$ cat src/rtl/ru_fault_scheduler_pkg.sv
// Shared types for the recompute-unit fault scheduler.
//   state_t : scheduler FSM states
//   asg_t   : one RU assignment {ru, row, col}, fields wide enough for any
//             supported array size
//   clog2w  : $clog2 that never returns less than 1, for port/counter widths
package ru_fault_scheduler_pkg;

  localparam int ASG_FW = 8;

  typedef enum logic [1:0] {
    IDLE  = 2'd0,
    SCAN  = 2'd1,
    ISSUE = 2'd2,
    DONE  = 2'd3
  } state_t;

  typedef struct packed {
    logic [ASG_FW-1:0] ru;
    logic [ASG_FW-1:0] row;
    logic [ASG_FW-1:0] col;
  } asg_t;

  function automatic int clog2w(input int n);
    return (n <= 2) ? 1 : $clog2(n);
  endfunction

endpackage

$ cat src/rtl/ru_fault_scheduler_if.sv
// Assignment handshake between the scheduler (master) and the RU
// configuration sink (slave).
//   asg_valid : assignment offered
//   asg_ready : sink accepts
//   asg_ru    : RU index
//   asg_row   : faulty PE row
//   asg_col   : faulty PE column
interface ru_fault_scheduler_if #(
  parameter int RU_W  = 2,
  parameter int ROW_W = 2,
  parameter int COL_W = 2
) ();
  logic             asg_valid;
  logic             asg_ready;
  logic [RU_W-1:0]  asg_ru;
  logic [ROW_W-1:0] asg_row;
  logic [COL_W-1:0] asg_col;

  modport master (output asg_valid, asg_ru, asg_row, asg_col, input asg_ready);
  modport slave  (input asg_valid, asg_ru, asg_row, asg_col, output asg_ready);
endinterface

$ cat src/rtl/ru_remaining_fault_detect.sv
// Combinational check: is any latched fault bit set above the current
// row-major index?
//   mat       : latched fault matrix, bit row*COLS+col
//   idx       : current scan index
//   any_above : some bit with index > idx is set
module ru_remaining_fault_detect #(
  parameter int N     = 9,
  parameter int IDX_W = 4
) (
  input  logic [N-1:0]     mat,
  input  logic [IDX_W-1:0] idx,
  output logic             any_above
);
  always_comb begin
    any_above = 1'b0;
    for (int i = 0; i < N; i++) begin
      if ((IDX_W'(i) > idx) && mat[i]) any_above = 1'b1;
    end
  end
endmodule

$ cat src/rtl/ru_fault_scheduler.sv
// Scans a latched PE fault matrix in row-major order and hands each faulty
// PE to the next free recompute unit over a valid/ready handshake.
//   clk, rst (async, active low), start, fault_mat : control and test result
//   asg                                            : assignment handshake
//   ru_row_sel, ru_col_sel, ru_used                : per-RU configuration
//   busy, done, fault_count, overflow              : pass status
//
// state | meaning
// IDLE  | waiting for start
// SCAN  | examining PE at idx_q
// ISSUE | offering current faulty PE to RU ru_cnt_q
// DONE  | one-cycle end-of-pass pulse
module ru_fault_scheduler
  import ru_fault_scheduler_pkg::*;
#(
  parameter int ROWS   = 3,
  parameter int COLS   = 3,
  parameter int NUM_RU = 3,
  localparam int N     = ROWS * COLS,
  localparam int IDX_W = clog2w(N),
  localparam int RU_W  = clog2w(NUM_RU),
  localparam int ROW_W = clog2w(ROWS),
  localparam int COL_W = clog2w(COLS),
  localparam int FC_W  = clog2w(N + 1)
) (
  input  logic                          clk,
  input  logic                          rst,
  input  logic                          start,
  input  logic [ROWS-1:0][COLS-1:0]     fault_mat,
  ru_fault_scheduler_if.master          asg,
  output logic [NUM_RU-1:0][ROWS-1:0]   ru_row_sel,
  output logic [NUM_RU-1:0][COLS-1:0]   ru_col_sel,
  output logic [NUM_RU-1:0]             ru_used,
  output logic                          busy,
  output logic                          done,
  output logic [FC_W-1:0]               fault_count,
  output logic                          overflow
);
  state_t                      state_q, state_d;
  logic [N-1:0]                mat_q, mat_d;
  logic [IDX_W-1:0]            idx_q, idx_d;
  logic [ROW_W-1:0]            row_q, row_d;
  logic [COL_W-1:0]            col_q, col_d;
  logic [RU_W-1:0]             ru_cnt_q, ru_cnt_d;
  logic [NUM_RU-1:0]           used_q, used_d;
  logic [NUM_RU-1:0][ROWS-1:0] row_sel_q, row_sel_d;
  logic [NUM_RU-1:0][COLS-1:0] col_sel_q, col_sel_d;
  logic [FC_W-1:0]             fc_q, fc_d;
  logic                        ovf_q, ovf_d;

  logic             any_above;
  logic             last_pe;
  logic             ru_last;
  logic [IDX_W-1:0] nxt_idx;
  logic [ROW_W-1:0] nxt_row;
  logic [COL_W-1:0] nxt_col;

  ru_remaining_fault_detect #(.N(N), .IDX_W(IDX_W)) u_remaining (
    .mat       (mat_q),
    .idx       (idx_q),
    .any_above (any_above)
  );

  assign last_pe = (idx_q == IDX_W'(N - 1));
  assign ru_last = (ru_cnt_q == RU_W'(NUM_RU - 1));

  // Row/column are tracked alongside the flat index to avoid a divider.
  always_comb begin
    nxt_idx = idx_q + IDX_W'(1);
    nxt_row = row_q;
    nxt_col = col_q + COL_W'(1);
    if (col_q == COL_W'(COLS - 1)) begin
      nxt_col = '0;
      nxt_row = row_q + ROW_W'(1);
    end
  end

  always_comb begin
    state_d   = state_q;
    mat_d     = mat_q;
    idx_d     = idx_q;
    row_d     = row_q;
    col_d     = col_q;
    ru_cnt_d  = ru_cnt_q;
    used_d    = used_q;
    row_sel_d = row_sel_q;
    col_sel_d = col_sel_q;
    fc_d      = fc_q;
    ovf_d     = ovf_q;
    case (state_q)
      IDLE: begin
        if (start) begin
          mat_d     = fault_mat;
          fc_d      = FC_W'($countones(fault_mat));
          idx_d     = '0;
          row_d     = '0;
          col_d     = '0;
          ru_cnt_d  = '0;
          used_d    = '0;
          row_sel_d = '0;
          col_sel_d = '0;
          ovf_d     = 1'b0;
          state_d   = SCAN;
        end
      end
      SCAN: begin
        if (mat_q[idx_q]) begin
          state_d = ISSUE;
        end else if (last_pe) begin
          state_d = DONE;
        end else begin
          idx_d = nxt_idx;
          row_d = nxt_row;
          col_d = nxt_col;
        end
      end
      ISSUE: begin
        if (asg.asg_ready) begin
          used_d[ru_cnt_q]    = 1'b1;
          row_sel_d[ru_cnt_q] = ROWS'(1) << row_q;
          col_sel_d[ru_cnt_q] = COLS'(1) << col_q;
          if (last_pe || ru_last) begin
            // Counter/index stay put: nothing reads them until the next start.
            ovf_d   = ru_last && any_above;
            state_d = DONE;
          end else begin
            ru_cnt_d = ru_cnt_q + RU_W'(1);
            idx_d    = nxt_idx;
            row_d    = nxt_row;
            col_d    = nxt_col;
            state_d  = SCAN;
          end
        end
      end
      DONE: state_d = IDLE;
      default: state_d = IDLE;
    endcase
  end

  always_ff @(posedge clk or negedge rst) begin
    if (!rst) begin
      state_q   <= IDLE;
      mat_q     <= '0;
      idx_q     <= '0;
      row_q     <= '0;
      col_q     <= '0;
      ru_cnt_q  <= '0;
      used_q    <= '0;
      row_sel_q <= '0;
      col_sel_q <= '0;
      fc_q      <= '0;
      ovf_q     <= 1'b0;
    end else begin
      state_q   <= state_d;
      mat_q     <= mat_d;
      idx_q     <= idx_d;
      row_q     <= row_d;
      col_q     <= col_d;
      ru_cnt_q  <= ru_cnt_d;
      used_q    <= used_d;
      row_sel_q <= row_sel_d;
      col_sel_q <= col_sel_d;
      fc_q      <= fc_d;
      ovf_q     <= ovf_d;
    end
  end

  assign asg.asg_valid = (state_q == ISSUE);
  assign asg.asg_ru    = ru_cnt_q;
  assign asg.asg_row   = row_q;
  assign asg.asg_col   = col_q;
  assign ru_row_sel    = row_sel_q;
  assign ru_col_sel    = col_sel_q;
  assign ru_used       = used_q;
  assign busy          = (state_q != IDLE);
  assign done          = (state_q == DONE);
  assign fault_count   = fc_q;
  assign overflow      = ovf_q;
endmodule

$ cat src/flat_wrapper.sv
// flat-port wrapper written by rule: the top's interface ports become plain ports
module ru_fault_scheduler_flat import ru_fault_scheduler_pkg::*;
#(
  parameter int ROWS   = 3,
  parameter int COLS   = 3,
  parameter int NUM_RU = 3,
  localparam int N     = ROWS * COLS,
  localparam int IDX_W = clog2w(N),
  localparam int RU_W  = clog2w(NUM_RU),
  localparam int ROW_W = clog2w(ROWS),
  localparam int COL_W = clog2w(COLS),
  localparam int FC_W  = clog2w(N + 1)
)
  (clk, rst, start, fault_mat, ru_row_sel, ru_col_sel, ru_used, busy, done, fault_count, overflow, asg_asg_valid, asg_asg_ru, asg_asg_row, asg_asg_col, asg_asg_ready);
  ru_fault_scheduler_if #(.RU_W(2), .ROW_W(2), .COL_W(2)) asg_i ();
  input  logic clk;
  input  logic rst;
  input  logic start;
  input  logic [ROWS-1:0][COLS-1:0] fault_mat;
  output logic [NUM_RU-1:0][ROWS-1:0] ru_row_sel;
  output logic [NUM_RU-1:0][COLS-1:0] ru_col_sel;
  output logic [NUM_RU-1:0] ru_used;
  output logic busy;
  output logic done;
  output logic [FC_W-1:0] fault_count;
  output logic overflow;
  output wire logic [$bits(asg_i.asg_valid)-1:0] asg_asg_valid;
  output wire logic [$bits(asg_i.asg_ru)-1:0] asg_asg_ru;
  output wire logic [$bits(asg_i.asg_row)-1:0] asg_asg_row;
  output wire logic [$bits(asg_i.asg_col)-1:0] asg_asg_col;
  input wire logic [$bits(asg_i.asg_ready)-1:0] asg_asg_ready;
  assign asg_asg_valid = asg_i.asg_valid;
  assign asg_asg_ru = asg_i.asg_ru;
  assign asg_asg_row = asg_i.asg_row;
  assign asg_asg_col = asg_i.asg_col;
  assign asg_i.asg_ready = asg_asg_ready;
  ru_fault_scheduler #(.ROWS(ROWS), .COLS(COLS), .NUM_RU(NUM_RU)) u_core (.clk(clk), .rst(rst), .start(start), .fault_mat(fault_mat), .asg(asg_i), .ru_row_sel(ru_row_sel), .ru_col_sel(ru_col_sel), .ru_used(ru_used), .busy(busy), .done(done), .fault_count(fault_count), .overflow(overflow));
endmodule
$ cat config.mk
export PLATFORM = sky130hd
export DESIGN_NAME = ru_fault_scheduler_flat
export DESIGN_NICKNAME = d
export VERILOG_FILES = /design/src/rtl/ru_fault_scheduler_pkg.sv /design/src/rtl/ru_fault_scheduler_if.sv /design/src/rtl/ru_remaining_fault_detect.sv /design/src/rtl/ru_fault_scheduler.sv /design/src/flat_wrapper.sv
export SDC_FILE = /design/constraint.sdc
export NUM_CORES = 1
export LEC_CHECK = 0
export ABC_AREA = 1
export CAP_MARGIN = 20
export CORE_UTILIZATION = 30
export DETAILED_ROUTE_END_ITERATION = 7
export PLACE_DENSITY = 0.53
export SKIP_LAST_GASP = 1
export SYNTH_ARGS = -nofsm -noshare
export SYNTH_HDL_FRONTEND = slang
export SYNTH_SLANG_ARGS = --single-unit
$ cat constraint.sdc
create_clock -name clk -period 1.91 [get_ports clk]
set_input_delay 0.191 -clock clk [delete_from_list [all_inputs] [get_ports clk]]
set_output_delay 0.191 -clock clk [all_outputs]
set_load 0.005 [all_outputs]
==> impl_results.md <==
- Outcome: complete, but fails checks
- Failing checks: setup timing
- Die ar.: roughly 8900 sq um
- Cell Chain, Critical Path: buf_2 -> ha_4 -> fa_1 -> inv_2 -> fa_1 -> inv_1 -> ha_2 -> inv_2 -> fa_1 -> o21ai_1
- Overall Power: a little under 5 mW
- Remaining global-route overflow: 0
- Setup TNS: -0.365 ns
- Syn Nets: between 300 and 400
- CTS tree: done
- Primary FF master, synth: dfrtp_1
- Min-delay worst type: primary input to flop
- Via density per instance: between 4 and 5
- Gpl congestion: between 0.8 and 0.9
- I/O Pins: 48
- Num rows: 33
- Area contributors post-synth: dfrtp_1 (46%), nand2_1 (9.7%), ha_1 (9.3%)
- Critical path arrival: 2.31 ns
- Critical path class: primary input to flop
- R2R depth: 10
- Most frequent cells in the layout: nand2_1 (65), dfrtp_1 (47), clkdlybuf4s50_1 (38), inv_1 (33), nand3_1 (33)
- Vias in the first global route: roughly 2,200
- Delay-heaviest family, CP: adder cells
- Placed Area: ~3300 sq um
- Final Skew: around 0.0051 ns
- Min Clock Period, post-route: approximately 2.1 ns
- 1st-iter DRT viols: between 50 and 60
- Detailed Routing Iterations Pass 1: 4
- Comb pwr share: 0.515
- RSZ-0062 raised after global routing: yes
- Nature of the critical path endpoint: flop
- Cells on Worst Hold Path: 3
- Hold_ws: between 0.1 and 0.15 ns
- Initial antenna violation count: 0
- CP Max Fanout: 2
- Initial Utilization: 0.310
- Most frequent CP cell: fa_1
- H-tree depth: 2
- Post-synthesis cell count: 298
- Final Cycle Share: 1.11
- Pwr Density: about 1400 nW/um^2
- Max transition margin: 0.594
- Buf/Inv on CP: 4
- Final setup viols: 2
- Switching Fraction: 0.403
- Worst skew pair latency: 0.30 ns
- Share of the synthesized area in the top cell type: 0.461
- P_int: 2.95 mW
- WL final: 5890 um
- Layout Cells excl Fill: 475
- Largest net degree at the start of global routing: 26
- Synthesized area: approximately 2500 sq um
- Slew Limit Fails: 0
- Hpwl dp: ~4500 um
- Mapped Avg Cell Area: 8.55 sq um
- Post-synth EDFFs: 0
- Slew @ Worst Pin: roughly 0.61 ns
- Seq cells post-synth: 47
- Area grow syn2layout: 37.4%
- Max VDD drop: about 0.00051 V
- DRC Markers: 0
- Antenna cell count: 0
- R2R Path Start: u_core.state_q[1]
- Net switching power: about 2.0 mW
- Clock Root Buffer: clkbuf_8
- Final Hold Viols: 0
- Global-route wire length before repair: between 10,000 and 15,000 um
- Max stage delay on crit path: ~0.53 ns
- Commonest non-fill, non-tap cell in the layout: nand2_1
- FF-to-FF End: u_core.asg.asg_row[1]
- Yosys warning count: 0
- Area leader, netlist: dfrtp_1
- Num CTS Buffers: 5
- Leak: between 1.5 and 2 nW
- Finished Cell Area: roughly 3500 sq um
- Data required, critical path: roughly 2.1 ns
- Achievable frequency: between 400 and 500 MHz
- CORE AREA: about 8200 sq um
- Flop2flop setup slack: about 0.06 ns
- Worst-case clock buffer depth: 2
- Post-synthesis sequential area ratio: 0.461
- Startpoint of the worst hold path: fault_mat[4]
- Maxcap violations: 0
- Share of cells above drive strength 1: 0.165
- Setup WS post-layout: -0.215 ns
- Worst slack, placed: -0.936 ns
- Layout Utilization: 0.426
- Clock transition at path regs: approximately 0.080 ns
- Dpl cells: roughly 470
- Post-route ant nets: 0
- Vias: approximately 2,200
- Startpoint types: primary input
- GRT Util Overall: 0.148
- Distinct cells, synth: 24
- Slowest CP cell: fa_1
- Worst Hold Path EP: u_core.mat_q[4]
- Nets: between 400 and 500
- Routed WL per cell: roughly 12 um
- FFs w/ async S/R, synth: 1.00
- Clock tree sinks: between 40 and 50
- Port-buffer cells: 47
- Clock share of power: 0.174
- Flop pwr share: 0.311
- Die W: approximately 94 um
- Die Height: around 94 um
-- flip-flops by register name, indices dropped and copies added (netlist names) --
name and cells:
u_core.ru_used 3, u_core.asg.asg_row 2, u_core.mat_q 9, u_core.asg.asg_col 2, u_core.asg.asg_ru 2, u_core.ru_col_sel 9
u_core.fault_count 4, u_core.idx_q 4, u_core.overflow 1, u_core.state_q 2, u_core.ru_row_sel 9
-- area by class of cell --
cell class,count,area (sq um)
tap,105,131
sequential,47,1180
timing repair buffer,71,658
multi-input combinational,202,1250
inverter,42,158
fill,809,4710
clock inverter,2,60.1
clock buffer,6,72.6
-- kinds of logic after synthesis --
group	count (synthesis)	synth area share
adders and majority gates	24	0.133
and+or+nand+nor	128	0.225
buffers and inverters	49	0.0800
DFF	47	0.461
AOI/OAI and AO/OA	50	0.101
-- what timing repair did --
item / in CTS / in global routing
endpoints found under the hold margin: 24 / 0
buffers inserted: 1 / 0
gates resized for setup: 39 / 10
pin swaps: 8 / 6
setup endpoints to repair: 3 / 34
hold buffers: 1 / 0
-- layer usage --
layer	vias up	GRT usage	share of wire
met2	53	0.272	0.49
met4	0	0.0308	0.0088
met3	6	0.0316	0.045
li1	1113	-	-
met5	-	0	0
met1	998	0.175	0.45
-- synthesized netlist by cell type, drive strengths merged (3+ instances only) --
library cell  instances
nand2                72
dfrtp                47
o21ai                41
inv                  40
nand3                34
ha                   19
nor2                 10
a21oi                 8
nand4                 7
buf                   5
fa                    5
nor3                  3
-- power by group through the flow --
| stage | Combinational [mW] | Sequential [mW] | Clock (mW) |
|---|---|---|---|
| global placement | 2.44 | 1.55 | 0 |
| floorplan | 1.46 | 1.56 | 0 |
| global route | 2.91 | 1.58 | 0.937 |
| finish | 2.54 | 1.54 | 0.861 |
| CTS | 2.51 | 1.54 | 0.892 |
| detailed placement | 2.48 | 1.56 | 0 |
-- how the worst max path moves through the flow --
stage / from / endpoint / slack [ns] / cells after the start
floorplan: fault_mat[4] / u_core.fault_count[2] / -0.31 / 9
detailed placement: fault_mat[4] / u_core.fault_count[2] / -0.94 / 10
global placement: fault_mat[4] / u_core.fault_count[2] / -0.87 / 10
CTS: fault_mat[5] / u_core.fault_count[2] / -0.25 / 10
global route: fault_mat[4] / u_core.fault_count[2] / -0.28 / 10
finish: fault_mat[2] / u_core.fault_count[2] / -0.22 / 10
-- worst reg2reg max path: stages, from the launching register on --
cell and delay [ns]:
dfrtp_1 0.44, ha_1 0.23, inv_1 0.12, or2_1 0.13, nand2_2 0.06, buf_4 0.14
nor3_2 0.25, buf_4 0.17, nand3_1 0.09, nand2_1 0.07, nand2_1 0.05
(Power assumes the default switching activity.)
